`config.mk`:
```
export PLATFORM = sky130hd
export DESIGN_NAME = uart_frame_parser_flat
export DESIGN_NICKNAME = d
export VERILOG_FILES = /design/src/rtl/uart_frame_parser_if.sv /design/src/rtl/uart_frame_parser.sv /design/src/flat_wrapper.sv
export SDC_FILE = /design/constraint.sdc
export NUM_CORES = 1
export LEC_CHECK = 0
export ABC_CLOCK_PERIOD_IN_PS = 2130
export CAP_MARGIN = 25
export CORE_UTILIZATION = 50
export DETAILED_ROUTE_END_ITERATION = 16
export PLACE_DENSITY = 0.7
export SLEW_MARGIN = 30
export SYNTH_ARGS = -nofsm -noshare
export SYNTH_HDL_FRONTEND = slang
export SYNTH_SLANG_ARGS = --single-unit
```
`constraint.sdc`:
```
create_clock -name clk -period 2.13 [get_ports clk]
set_input_delay 0.426 -clock clk [delete_from_list [all_inputs] [get_ports clk]]
set_output_delay 0.426 -clock clk [all_outputs]
set_load 0.005 [all_outputs]
```
`src/rtl/uart_frame_parser_if.sv`:
```
// Byte-stream bundle for the UART frame parser.
//   in_data/in_valid   : received bytes from the UART receiver (rxDone strobe)
//   out_data/out_valid : replayed payload bytes, valid/ready handshake
//   out_ready          : sink acceptance
//   out_last           : final payload byte marker, qualified by out_valid
// slave  = parser side, master = producer/sink side (testbench or system).
interface uart_frame_parser_if;
  logic [7:0] in_data;
  logic       in_valid;
  logic [7:0] out_data;
  logic       out_valid;
  logic       out_ready;
  logic       out_last;

  modport slave (
    input  in_data, in_valid, out_ready,
    output out_data, out_valid, out_last
  );

  modport master (
    output in_data, in_valid, out_ready,
    input  out_data, out_valid, out_last
  );
endinterface

```
`src/rtl/uart_frame_parser.sv`:
```
// UART frame parser: extracts SYNC, LEN, payload, CSUM frames from a received
// byte strobe stream, buffers the payload, checks length and checksum, and
// replays good payloads on a valid/ready stream.
// Ports:
//   clk, rst   : clock, asynchronous active-high reset
//   bus        : uart_frame_parser_if.slave (input bytes + output stream)
//   frame_ok   : 1-cycle pulse, frame passed checks
//   frame_err  : 1-cycle pulse, frame dropped
//   err_code   : cause of last frame_err (0 bad LEN, 1 checksum, 2 timeout)
//   overrun    : 1-cycle pulse, byte dropped while draining
//   busy       : parser not idle
// All outputs are registered.
module uart_frame_parser #(
  parameter int         MAX_LEN      = 16,
  parameter int         TIMEOUT_CLKS = 8680,
  parameter logic [7:0] SYNC_BYTE    = 8'hAA
) (
  input  logic                clk,
  input  logic                rst,
  uart_frame_parser_if.slave  bus,
  output logic                frame_ok,
  output logic                frame_err,
  output logic [1:0]          err_code,
  output logic                overrun,
  output logic                busy
);
  localparam int IW = $clog2(MAX_LEN + 1);
  localparam int AW = (MAX_LEN > 1) ? $clog2(MAX_LEN) : 1;
  localparam int TW = $clog2(TIMEOUT_CLKS + 1);
  localparam logic [7:0] MAX_LEN_B = 8'(MAX_LEN);

  typedef enum logic [2:0] {S_IDLE, S_LEN, S_PAYLOAD, S_CSUM, S_DRAIN} state_t;

  state_t          state_q, state_d;
  logic [IW-1:0]   len_q, len_d, wr_idx_q, wr_idx_d, rd_idx_q, rd_idx_d;
  logic [7:0]      sum_q, sum_d;
  logic [TW-1:0]   tmo_q, tmo_d;
  logic [7:0]      out_data_q, out_data_d;
  logic            out_valid_q, out_valid_d, out_last_q, out_last_d;
  logic            frame_ok_q, frame_ok_d, frame_err_q, frame_err_d;
  logic [1:0]      err_code_q, err_code_d;
  logic            overrun_q, overrun_d, busy_q, busy_d;
  logic [7:0]      buf_q [MAX_LEN];
  logic            buf_we;

  logic          len_bad, pay_last, csum_ok, tmo_hit, xfer;
  logic [IW-1:0] rd_nxt;

  assign len_bad  = (bus.in_data == 8'd0) || (bus.in_data > MAX_LEN_B);
  assign pay_last = (wr_idx_q == len_q - 1'b1);
  assign csum_ok  = (bus.in_data == sum_q);
  // The counter reaches TIMEOUT_CLKS on the edge after this cycle; an
  // in_valid in this same cycle takes priority in the case statements below.
  assign tmo_hit  = (tmo_q == TW'(TIMEOUT_CLKS - 1));
  assign xfer     = out_valid_q & bus.out_ready;
  assign rd_nxt   = rd_idx_q + 1'b1;

  // State register
  always_ff @(posedge clk or posedge rst) begin
    if (rst) state_q <= S_IDLE;
    else     state_q <= state_d;
  end

  // Next-state logic
  always_comb begin
    state_d = state_q;
    unique case (state_q)
      S_IDLE:    if (bus.in_valid && bus.in_data == SYNC_BYTE) state_d = S_LEN;
      S_LEN:     if (bus.in_valid) state_d = len_bad ? S_IDLE : S_PAYLOAD;
                 else if (tmo_hit) state_d = S_IDLE;
      S_PAYLOAD: if (bus.in_valid) begin
                   if (pay_last) state_d = S_CSUM;
                 end else if (tmo_hit) state_d = S_IDLE;
      S_CSUM:    if (bus.in_valid) state_d = csum_ok ? S_DRAIN : S_IDLE;
                 else if (tmo_hit) state_d = S_IDLE;
      S_DRAIN:   if (xfer && out_last_q) state_d = S_IDLE;
      default:   state_d = S_IDLE;
    endcase
  end

  // Datapath and output logic
  always_comb begin
    len_d       = len_q;
    wr_idx_d    = wr_idx_q;
    rd_idx_d    = rd_idx_q;
    sum_d       = sum_q;
    tmo_d       = '0;
    out_data_d  = out_data_q;
    out_valid_d = out_valid_q;
    out_last_d  = out_last_q;
    frame_ok_d  = 1'b0;
    frame_err_d = 1'b0;
    err_code_d  = err_code_q;
    overrun_d   = 1'b0;
    buf_we      = 1'b0;
    busy_d      = (state_d != S_IDLE);

    unique case (state_q)
      S_LEN: begin
        if (bus.in_valid) begin
          if (len_bad) begin
            frame_err_d = 1'b1;
            err_code_d  = 2'd0;
          end else begin
            len_d    = bus.in_data[IW-1:0];
            sum_d    = bus.in_data;
            wr_idx_d = '0;
          end
        end else if (tmo_hit) begin
          frame_err_d = 1'b1;
          err_code_d  = 2'd2;
        end else tmo_d = tmo_q + 1'b1;
      end
      S_PAYLOAD: begin
        if (bus.in_valid) begin
          buf_we   = 1'b1;
          sum_d    = sum_q + bus.in_data;
          wr_idx_d = wr_idx_q + 1'b1;
        end else if (tmo_hit) begin
          frame_err_d = 1'b1;
          err_code_d  = 2'd2;
        end else tmo_d = tmo_q + 1'b1;
      end
      S_CSUM: begin
        if (bus.in_valid) begin
          if (csum_ok) begin
            // Preload the first byte so out_valid rises with frame_ok.
            frame_ok_d  = 1'b1;
            rd_idx_d    = '0;
            out_valid_d = 1'b1;
            out_data_d  = buf_q[0];
            out_last_d  = (len_q == IW'(1));
          end else begin
            frame_err_d = 1'b1;
            err_code_d  = 2'd1;
          end
        end else if (tmo_hit) begin
          frame_err_d = 1'b1;
          err_code_d  = 2'd2;
        end else tmo_d = tmo_q + 1'b1;
      end
      S_DRAIN: begin
        overrun_d = bus.in_valid;
        if (xfer) begin
          if (out_last_q) begin
            out_valid_d = 1'b0;
            out_last_d  = 1'b0;
            out_data_d  = '0;
          end else begin
            rd_idx_d   = rd_nxt;
            out_data_d = buf_q[rd_nxt[AW-1:0]];
            out_last_d = (rd_nxt == len_q - 1'b1);
          end
        end
      end
      default: ;
    endcase
  end

  always_ff @(posedge clk or posedge rst) begin
    if (rst) begin
      len_q       <= '0;
      wr_idx_q    <= '0;
      rd_idx_q    <= '0;
      sum_q       <= '0;
      tmo_q       <= '0;
      out_data_q  <= '0;
      out_valid_q <= 1'b0;
      out_last_q  <= 1'b0;
      frame_ok_q  <= 1'b0;
      frame_err_q <= 1'b0;
      err_code_q  <= '0;
      overrun_q   <= 1'b0;
      busy_q      <= 1'b0;
    end else begin
      len_q       <= len_d;
      wr_idx_q    <= wr_idx_d;
      rd_idx_q    <= rd_idx_d;
      sum_q       <= sum_d;
      tmo_q       <= tmo_d;
      out_data_q  <= out_data_d;
      out_valid_q <= out_valid_d;
      out_last_q  <= out_last_d;
      frame_ok_q  <= frame_ok_d;
      frame_err_q <= frame_err_d;
      err_code_q  <= err_code_d;
      overrun_q   <= overrun_d;
      busy_q      <= busy_d;
    end
  end

  // Payload storage needs no reset; contents are only read after being written.
  always_ff @(posedge clk) begin
    if (buf_we) buf_q[wr_idx_q[AW-1:0]] <= bus.in_data;
  end

  assign bus.out_data  = out_data_q;
  assign bus.out_valid = out_valid_q;
  assign bus.out_last  = out_last_q;
  assign frame_ok      = frame_ok_q;
  assign frame_err     = frame_err_q;
  assign err_code      = err_code_q;
  assign overrun       = overrun_q;
  assign busy          = busy_q;
endmodule
```
`src/flat_wrapper.sv`:
```
// flat-port wrapper written by rule: the top's interface ports become plain ports
module uart_frame_parser_flat 
#(
  parameter int         MAX_LEN      = 16,
  parameter int         TIMEOUT_CLKS = 8680,
  parameter logic [7:0] SYNC_BYTE    = 8'hAA
)
  (clk, rst, frame_ok, frame_err, err_code, overrun, busy, bus_in_data, bus_in_valid, bus_out_ready, bus_out_data, bus_out_valid, bus_out_last);
  uart_frame_parser_if bus_i ();
  input  logic clk;
  input  logic rst;
  output logic frame_ok;
  output logic frame_err;
  output logic [1:0] err_code;
  output logic overrun;
  output logic busy;
  input wire logic [$bits(bus_i.in_data)-1:0] bus_in_data;
  input wire logic [$bits(bus_i.in_valid)-1:0] bus_in_valid;
  input wire logic [$bits(bus_i.out_ready)-1:0] bus_out_ready;
  output wire logic [$bits(bus_i.out_data)-1:0] bus_out_data;
  output wire logic [$bits(bus_i.out_valid)-1:0] bus_out_valid;
  output wire logic [$bits(bus_i.out_last)-1:0] bus_out_last;
  assign bus_i.in_data = bus_in_data;
  assign bus_i.in_valid = bus_in_valid;
  assign bus_i.out_ready = bus_out_ready;
  assign bus_out_data = bus_i.out_data;
  assign bus_out_valid = bus_i.out_valid;
  assign bus_out_last = bus_i.out_last;
  uart_frame_parser #(.MAX_LEN(MAX_LEN), .TIMEOUT_CLKS(TIMEOUT_CLKS), .SYNC_BYTE(SYNC_BYTE)) u_core (.clk(clk), .rst(rst), .bus(bus_i), .frame_ok(frame_ok), .frame_err(frame_err), .err_code(err_code), .overrun(overrun), .busy(busy));
endmodule
```
==> results.sh, run 1 <==
export IMPL_worstSetupPathType="flop to flop"
export IMPL_endpoint_kind="flop"
export IMPL_wl_per_cell_um=20.4
export IMPL_die_area_um2=17000
export IMPL_final_util=0.622
export IMPL_dp_worst_setup_slack_ns=-0.652
export IMPL_portBuffers=27
export IMPL_synthFlopType="edfxtp_1"
export IMPL_required_ns=2.45
export IMPL_cts_buffers=17
export IMPL_fin_crit_ns=2.11
export IMPL_gp_congestion=0.813
export IMPL_p_per_area_nw_per_um2=728
export IMPL_slowest_delay_ns=0.58
export IMPL_syn_num_nets=590
export IMPL_r2r_slack_ns=0.02
export IMPL_max_slew_margin_rel=0.744
export IMPL_global_route_usage_met3=0.0480
export IMPL_die_width_um=130
export IMPL_cp_num_buf_inv=0
export IMPL_cts_tree="done"
export IMPL_clk_latency_ns=0.43
export IMPL_crit_chain="ha_4 > or4_4 > nor3_4 > nor2_2 > o311a_1 > o21a_1"
export IMPL_routed_wirelength_um=18000
export IMPL_synth_distinct_cells=57
export IMPL_fin_cells=881
export IMPL_cts_root_buf="clkbuf_16"
export IMPL_grt_use_total=0.230
export IMPL_worstHoldPathType="input port to asynchronous set/reset pin"
export IMPL_fin_nets=680
export IMPL_drtPass1Iterations=4
export IMPL_layout_setup_ws_ns=0.0242
export IMPL_reg2reg_from="u_core.sum_q[0]"
export IMPL_timing_final_crit_share=0.989
export IMPL_area_growth_pct=21.0
export IMPL_vias=5023
export IMPL_dieHeight_um=130
export IMPL_grt_overflow=0
export IMPL_status="finished clean"
export IMPL_grt_max_degree=57
export IMPL_fmax_ghz=0.475
export IMPL_met1_usage=0.275
export IMPL_hold_viol=0
export IMPL_grt_pass1_wl_um=28100
export IMPL_setup_viol=0
export IMPL_maxCapViolations=0
export IMPL_r2r_end="u_core.err_code[1]"
export IMPL_core_area_um2=16000
export IMPL_htree_levels=4
export IMPL_synth_seq_area_share=0.637
export IMPL_grt_pass1_vias=5198
export IMPL_dr_first_iter_drc_count=356
export IMPL_antenna_found_initial=1
export IMPL_place_inst=846
export IMPL_slew_viol_final=0
export IMPL_synthArstFlopShare=0.304
export IMPL_pin_count=28
export IMPL_synth_edf_count=128
export IMPL_drive_gt1_frac=0.259
export IMPL_clock_skew_ns=0.00769
export IMPL_ir_worst_vdd_v=0.000585
export IMPL_start_util=0.514
export IMPL_setup_tns_ns=0
export IMPL_rsz0062_at_grt="yes"
export IMPL_routed_via_density=5.70
export IMPL_hpwl_um=12000
export IMPL_fp_row_count=46
export IMPL_ys_ff_latch=184
export IMPL_critPathArrivalTime_ns=2.42
export IMPL_use_met2=0.403
export IMPL_drtAntennaViolNets=0
export IMPL_reg2reg_depth=6
export IMPL_drc=0
export IMPL_synth_area_um2=8230
export IMPL_syn_area_per_cell_um2=14.6
export IMPL_clk_pin_slew_ns=0.07
export IMPL_yosysWarningCount=0
export IMPL_cts_buffer_depth=2
export IMPL_synth_cells=562
export IMPL_worstMarginPinSlew_ns=0.374
export IMPL_p_leak_nw=3.74
export IMPL_cts_sinks=184
export IMPL_cp_start_kind="flop"
export IMPL_cp_top_family="simple AND/OR/NAND/NOR gates"
export IMPL_power_w=0.00725
export IMPL_cp_max_fo=3
export IMPL_hold_buffers=0
export IMPL_busiest_layer="met2"
export IMPL_cp_slowest_cell="or4_4"
[worst max path at each step]
stage	cells after the start	endpoint	slack, ns	from
floorplan	6	u_core.rd_idx_q[0]	0.008	bus_in_data[2]
global placement	7	u_core.rd_idx_q[0]	-0.62	bus_in_data[0]
detailed placement	7	u_core.err_code[1]	-0.65	bus_in_data[0]
CTS	6	u_core.rd_idx_q[0]	0.0005	u_core.sum_q[5]
global route	6	u_core.rd_idx_q[0]	-0.03	u_core.sum_q[0]
finish	6	u_core.err_code[1]	0.02	u_core.sum_q[0]
[state kept, by name, indices dropped and copies added (netlist names), 2 cells and up]
register	count
u_core.wr_idx_q	5
u_core.state_q	3
u_core.sum_q	8
u_core.bus.out_data	8
u_core.buf_q	128
u_core.len_q	5
u_core.rd_idx_q	5
u_core.tmo_q	14
u_core.err_code	2
[synthesized netlist by cell type, types with 3 or more instances]
cell type | instances | area [um2]
edfxtp_1 | 128 | 3840
dfrtp_1 | 56 | 1400
nor2_1 | 41 | 154
nand2_1 | 37 | 139
mux4_2 | 32 | 721
nand3_1 | 20 | 100
xnor2_1 | 20 | 175
inv_1 | 18 | 67.6
mux2_2 | 18 | 203
clkbuf_1 | 16 | 60.1
o21ai_0 | 16 | 80.1
ha_1 | 15 | 188
xor2_1 | 14 | 123
mux2i_1 | 11 | 110
o211ai_1 | 11 | 82.6
a21oi_1 | 8 | 40.0
buf_2 | 8 | 40.0
nor3_1 | 8 | 40.0
nand4_1 | 7 | 43.8
nor2b_1 | 7 | 43.8
and3_1 | 5 | 31.3
nor3b_1 | 4 | 30.0
o2111ai_1 | 4 | 35.0
o21a_1 | 4 | 30.0
or3_1 | 4 | 25.0
a31oi_1 | 3 | 18.8
and4_1 | 3 | 26.3
nor4_1 | 3 | 18.8
nor4b_1 | 3 | 26.3
[logic make-up (layout without fill, tap and decap cells)]
kind of cell               count (synthesis)  in the layout  synth area share
buffers and inverters                     43            145            0.0213
and+or+nand+nor                          156            156            0.0982
AOI/OAI and AO/OA                         68             68            0.0560
xor gates and xnor gates                  34             34            0.0362
other                                      0              1                 0
muxes                                     61             61             0.126
adders and majority gates                 16             16            0.0252
DFF                                      184            184             0.637
[metrics by stage]
step	hold WS, ns	area (um2)
after detailed placement	0.484	9240
final	0.356	9960
after global placement	0.471	9240
after global routing	0.381	9960
after floorplan	0.448	8240
after CTS	0.368	9880
[worst reg2reg max path, stage by stage, from the launching register on]
cell and delay [ns]:
dfrtp_1 0.41, ha_4 0.23, or4_4 0.58, nor3_4 0.18, nor2_2 0.08, o311a_1 0.35
o21a_1 0.17
[where the power goes]
part | internal (W) | switching (W) | total [W]
logic | 0.0000807 | 0.000130 | 0.000211
clock network | 0.00185 | 0.00134 | 0.00319
registers | 0.00384 | 0.00000573 | 0.00384
total | 0.00577 | 0.00148 | 0.00725
[layout by cell type, fill, tap and decap left out, drive strengths merged, types with 3 or more instances in the layout]
cell type      instances
buf                   69
inv                   22
nor2b                  7
nor3b                  4
nand3                 20
o211ai                11
clkdlybuf4s50         20
o21ai                 18
a31oi                  3
nand4                  7
ha                    15
mux4                  32
and3                   5
nor3                  10
xor2                  14
or3                    4
nor4                   4
clkbuf                17
mux2i                 11
xnor2                 20
a21oi                  8
clkinv                 5
nor4b                  3
o21a                   4
dlygate4sd2            5
edfxtp               128
bufinv                 3
nor2                  43
and4                   3
o2111ai                4
nand2                 37
dfrtp                 56
mux2                  18
[cell type report]
cell class                 count  area, um2
antenna                        1       2.50
clock buffer                  17        425
clock inverter                14        174
fill                        1190       6040
inverter                      18       67.6
multi-input combinational    335       2920
sequential                   184       5250
tap                          216        270
timing repair buffer          96        850
[repair_timing]
item                                    CTS  global route
endpoints found under the setup margin   21            39
gates resized for setup                   8            14
pin swaps                                 4             2
buffers inserted                          3             0
[layer usage]
layer | part of all wire | vias to the layer above
li1 | - | 2325
met1 | 0.42 | 2557
met2 | 0.53 | 115
met3 | 0.038 | 26
met4 | 0.021 | 0
met5 | 0 | -
No activity file was read; power rests on OpenSTA's default activity.
==> run 2, diff against run 1 <==
CORE_MARGIN = 4   (was default)
DONT_BUFFER_PORTS = 1   (was default)
HOLD_SLACK_MARGIN = 0.08   (was default)
PLACE_DENSITY = 0.68   (was 0.7)
==> results.sh, run 2 (synthesized netlist as in run 1, its figures left out) <==
export IMPL_drtAntennaViolNets=0
export IMPL_core_area_um2=16000
export IMPL_slew_viol_final=0
export IMPL_antennaDiodeCount=0
export IMPL_portBuffers=0
export IMPL_p_per_area_nw_per_um2=716
export IMPL_dr_first_iter_drc_count=406
export IMPL_wl_per_cell_um=21.5
export IMPL_cp_max_fo=3
export IMPL_area_growth_pct=18.8
export IMPL_power_w=0.00701
export IMPL_fillCellCount=1255
export IMPL_vias=4980
export IMPL_dpl_cell_area_um2=8830
export IMPL_hp_start="bus_in_data[2]"
export IMPL_cts_sinks=184
export IMPL_final_cell_mix="edfxtp_1 (128), dfrtp_1 (55), buf_4 (43)"
export IMPL_hold_viol=0
export IMPL_drtPass1Iterations=5
export IMPL_clk_pin_slew_ns=0.07
export IMPL_fmax_ghz=0.457
export IMPL_maxCapViolations=0
export IMPL_required_ns=2.44
export IMPL_max_slew_margin_rel=0.622
export IMPL_clock_skew_ns=0.0119
export IMPL_dieHeight_um=136
export IMPL_final_common_cell="edfxtp_1"
export IMPL_hold_end="u_core.buf_q[13][2]"
export IMPL_timing_final_crit_share=1.03
export IMPL_routed_via_density=5.79
export IMPL_largest_reg_flops=128
export IMPL_grt_max_degree=33
export IMPL_final_util=0.611
export IMPL_drive_gt1_frac=0.242
export IMPL_cts_buffer_depth=2
export IMPL_grt_use_total=0.205
export IMPL_setup_viol=3
export IMPL_r2r_slack_ns=-0.06
export IMPL_grt_pass1_vias=4966
export IMPL_fp_row_count=46
export IMPL_worstMarginPinSlew_ns=0.566
export IMPL_reg2reg_from="u_core.sum_q[4]"
export IMPL_worstHoldPathType="input port to flop"
export IMPL_fin_area_um2=9780
export IMPL_fin_nets=659
export IMPL_cts_root_buf="clkbuf_16"
export IMPL_violations="negative setup slack"
export IMPL_grt_overflow=0
export IMPL_p_leak_nw=3.62
export IMPL_die_area_um2=18600
export IMPL_ir_worst_vdd_v=0.000563
export IMPL_endpoint_kind="flop"
export IMPL_cp_slowest_cell="or4_4"
export IMPL_fin_crit_ns=2.19
export IMPL_hold_depth=0
export IMPL_die_width_um=136
export IMPL_layout_setup_ws_ns=-0.0571
export IMPL_cts_buffers=17
export IMPL_reg2reg_depth=7
export IMPL_crit_chain="ha_4 > or4_4 > nor4_4 > buf_4 > a31oi_4 > a21o_1 > mux2_4"
export IMPL_clk_latency_ns=0.43
export IMPL_grt_pass1_wl_um=28200
export IMPL_status="finished, violations left"
export IMPL_gp_congestion=0.831
export IMPL_pin_count=28
export IMPL_cp_start_kind="flop"
export IMPL_critPathArrivalTime_ns=2.50
export IMPL_drc=0
export IMPL_r2r_end="u_core.rd_idx_q[0]"
export IMPL_worstSetupPathType="flop to flop"
export IMPL_routed_wirelength_um=18500
export IMPL_start_util=0.514
export IMPL_rsz0062_at_grt="yes"
export IMPL_cts_tree="done"
export IMPL_setup_tns_ns=-0.0922
export IMPL_antenna_found_initial=1
export IMPL_slowest_delay_ns=0.55
export IMPL_hpwl_um=11300
export IMPL_htree_levels=4
-- run 2: cell count changes in the layout (fill, tap and decap cells not counted), moves of 3 or more --
| cell | change |
|---|---|
| clkdlybuf4s50_1 | -20 |
| bufinv_16 | -3 |
| buf_4 | -21 |
| dlygate4sd2_1 | -5 |
| dlygate4sd3_1 | +23 |
-- run 2: worst max-delay path by stage --
stage / startpoint / endpoint / slack, ns
6_report: u_core.sum_q[4] / u_core.rd_idx_q[0] / -0.06
4_1_cts: u_core.sum_q[4] / u_core.rd_idx_q[0] / -0.04
5_1_grt: u_core.sum_q[0] / u_core.rd_idx_q[0] / -0.12
3_5_place_dp: bus_in_data[0] / u_core.rd_idx_q[0] / -0.14
3_3_place_gp: bus_in_data[0] / u_core.rd_idx_q[0] / -0.10
2_1_floorplan: bus_in_data[2] / u_core.rd_idx_q[0] / 0.008
-- run 2: area by class of cell --
class,instances,area (um2),area share
Sequential cell,184,5250,0.537
Multi-Input combinational cell,335,2920,0.298
Timing Repair Buffer,75,716,0.0732
Clock buffer,17,425,0.0435
Tap cell,216,270,0.0276
Clock inverter,15,136,0.0139
Inverter,18,67.6,0.00691
-- run 2: what timing repair did --
| action | 4_1_cts | 5_1_grt |
|---|---|---|
| gates resized for setup | 4 | 15 |
| buffers inserted | 0 | 3 |
| pin swaps | 1 | 6 |
| cloned | 0 | 1 |
| hold buffers | 15 | 8 |
| setup endpoints to repair | 7 | 16 |
| endpoints found under the hold margin | 81 | 10 |
-- run 2: per-layer routing --
| metal | vias up | track usage | wire length (um) | part of all wire |
|---|---|---|---|---|
| li1 | 2285 | - | - | - |
| met3 | 20 | 0.0437 | 859 | 0.046 |
| met4 | 2 | 0.0638 | 221 | 0.012 |
| met5 | - | 0 | 13 | 0.00070 |
| met1 | 2546 | 0.286 | 8470 | 0.46 |
| met2 | 127 | 0.326 | 8970 | 0.48 |
-- run 2: where the power goes --
group | internal [W] | switching (W) | total, W
combinational | 0.0000745 | 0.000104 | 0.000179
sequential | 0.00383 | 0.00000534 | 0.00384
clock | 0.00154 | 0.00145 | 0.00299
-- run 2: critical path: cells and delay by family (launching register included) --
family | cells | cell delay (ns)
buffers and inverters | 1 | 0.19
AOI/OAI and AO/OA | 2 | 0.24
and+or+nand+nor | 2 | 0.70
adders and majority gates | 1 | 0.23
muxes | 1 | 0.26
DFF | 1 | 0.43
-- run 2: through the flow --
stage	setup slack (ns)	cells	hold WS (ns)
after detailed placement	-0.142	801	0.403
after CTS	-0.0382	848	0.0800
after floorplan	0.00771	562	0.448
after global routing	-0.121	860	0.0801
final	-0.0571	860	0.0949
after global placement	-0.101	801	0.394
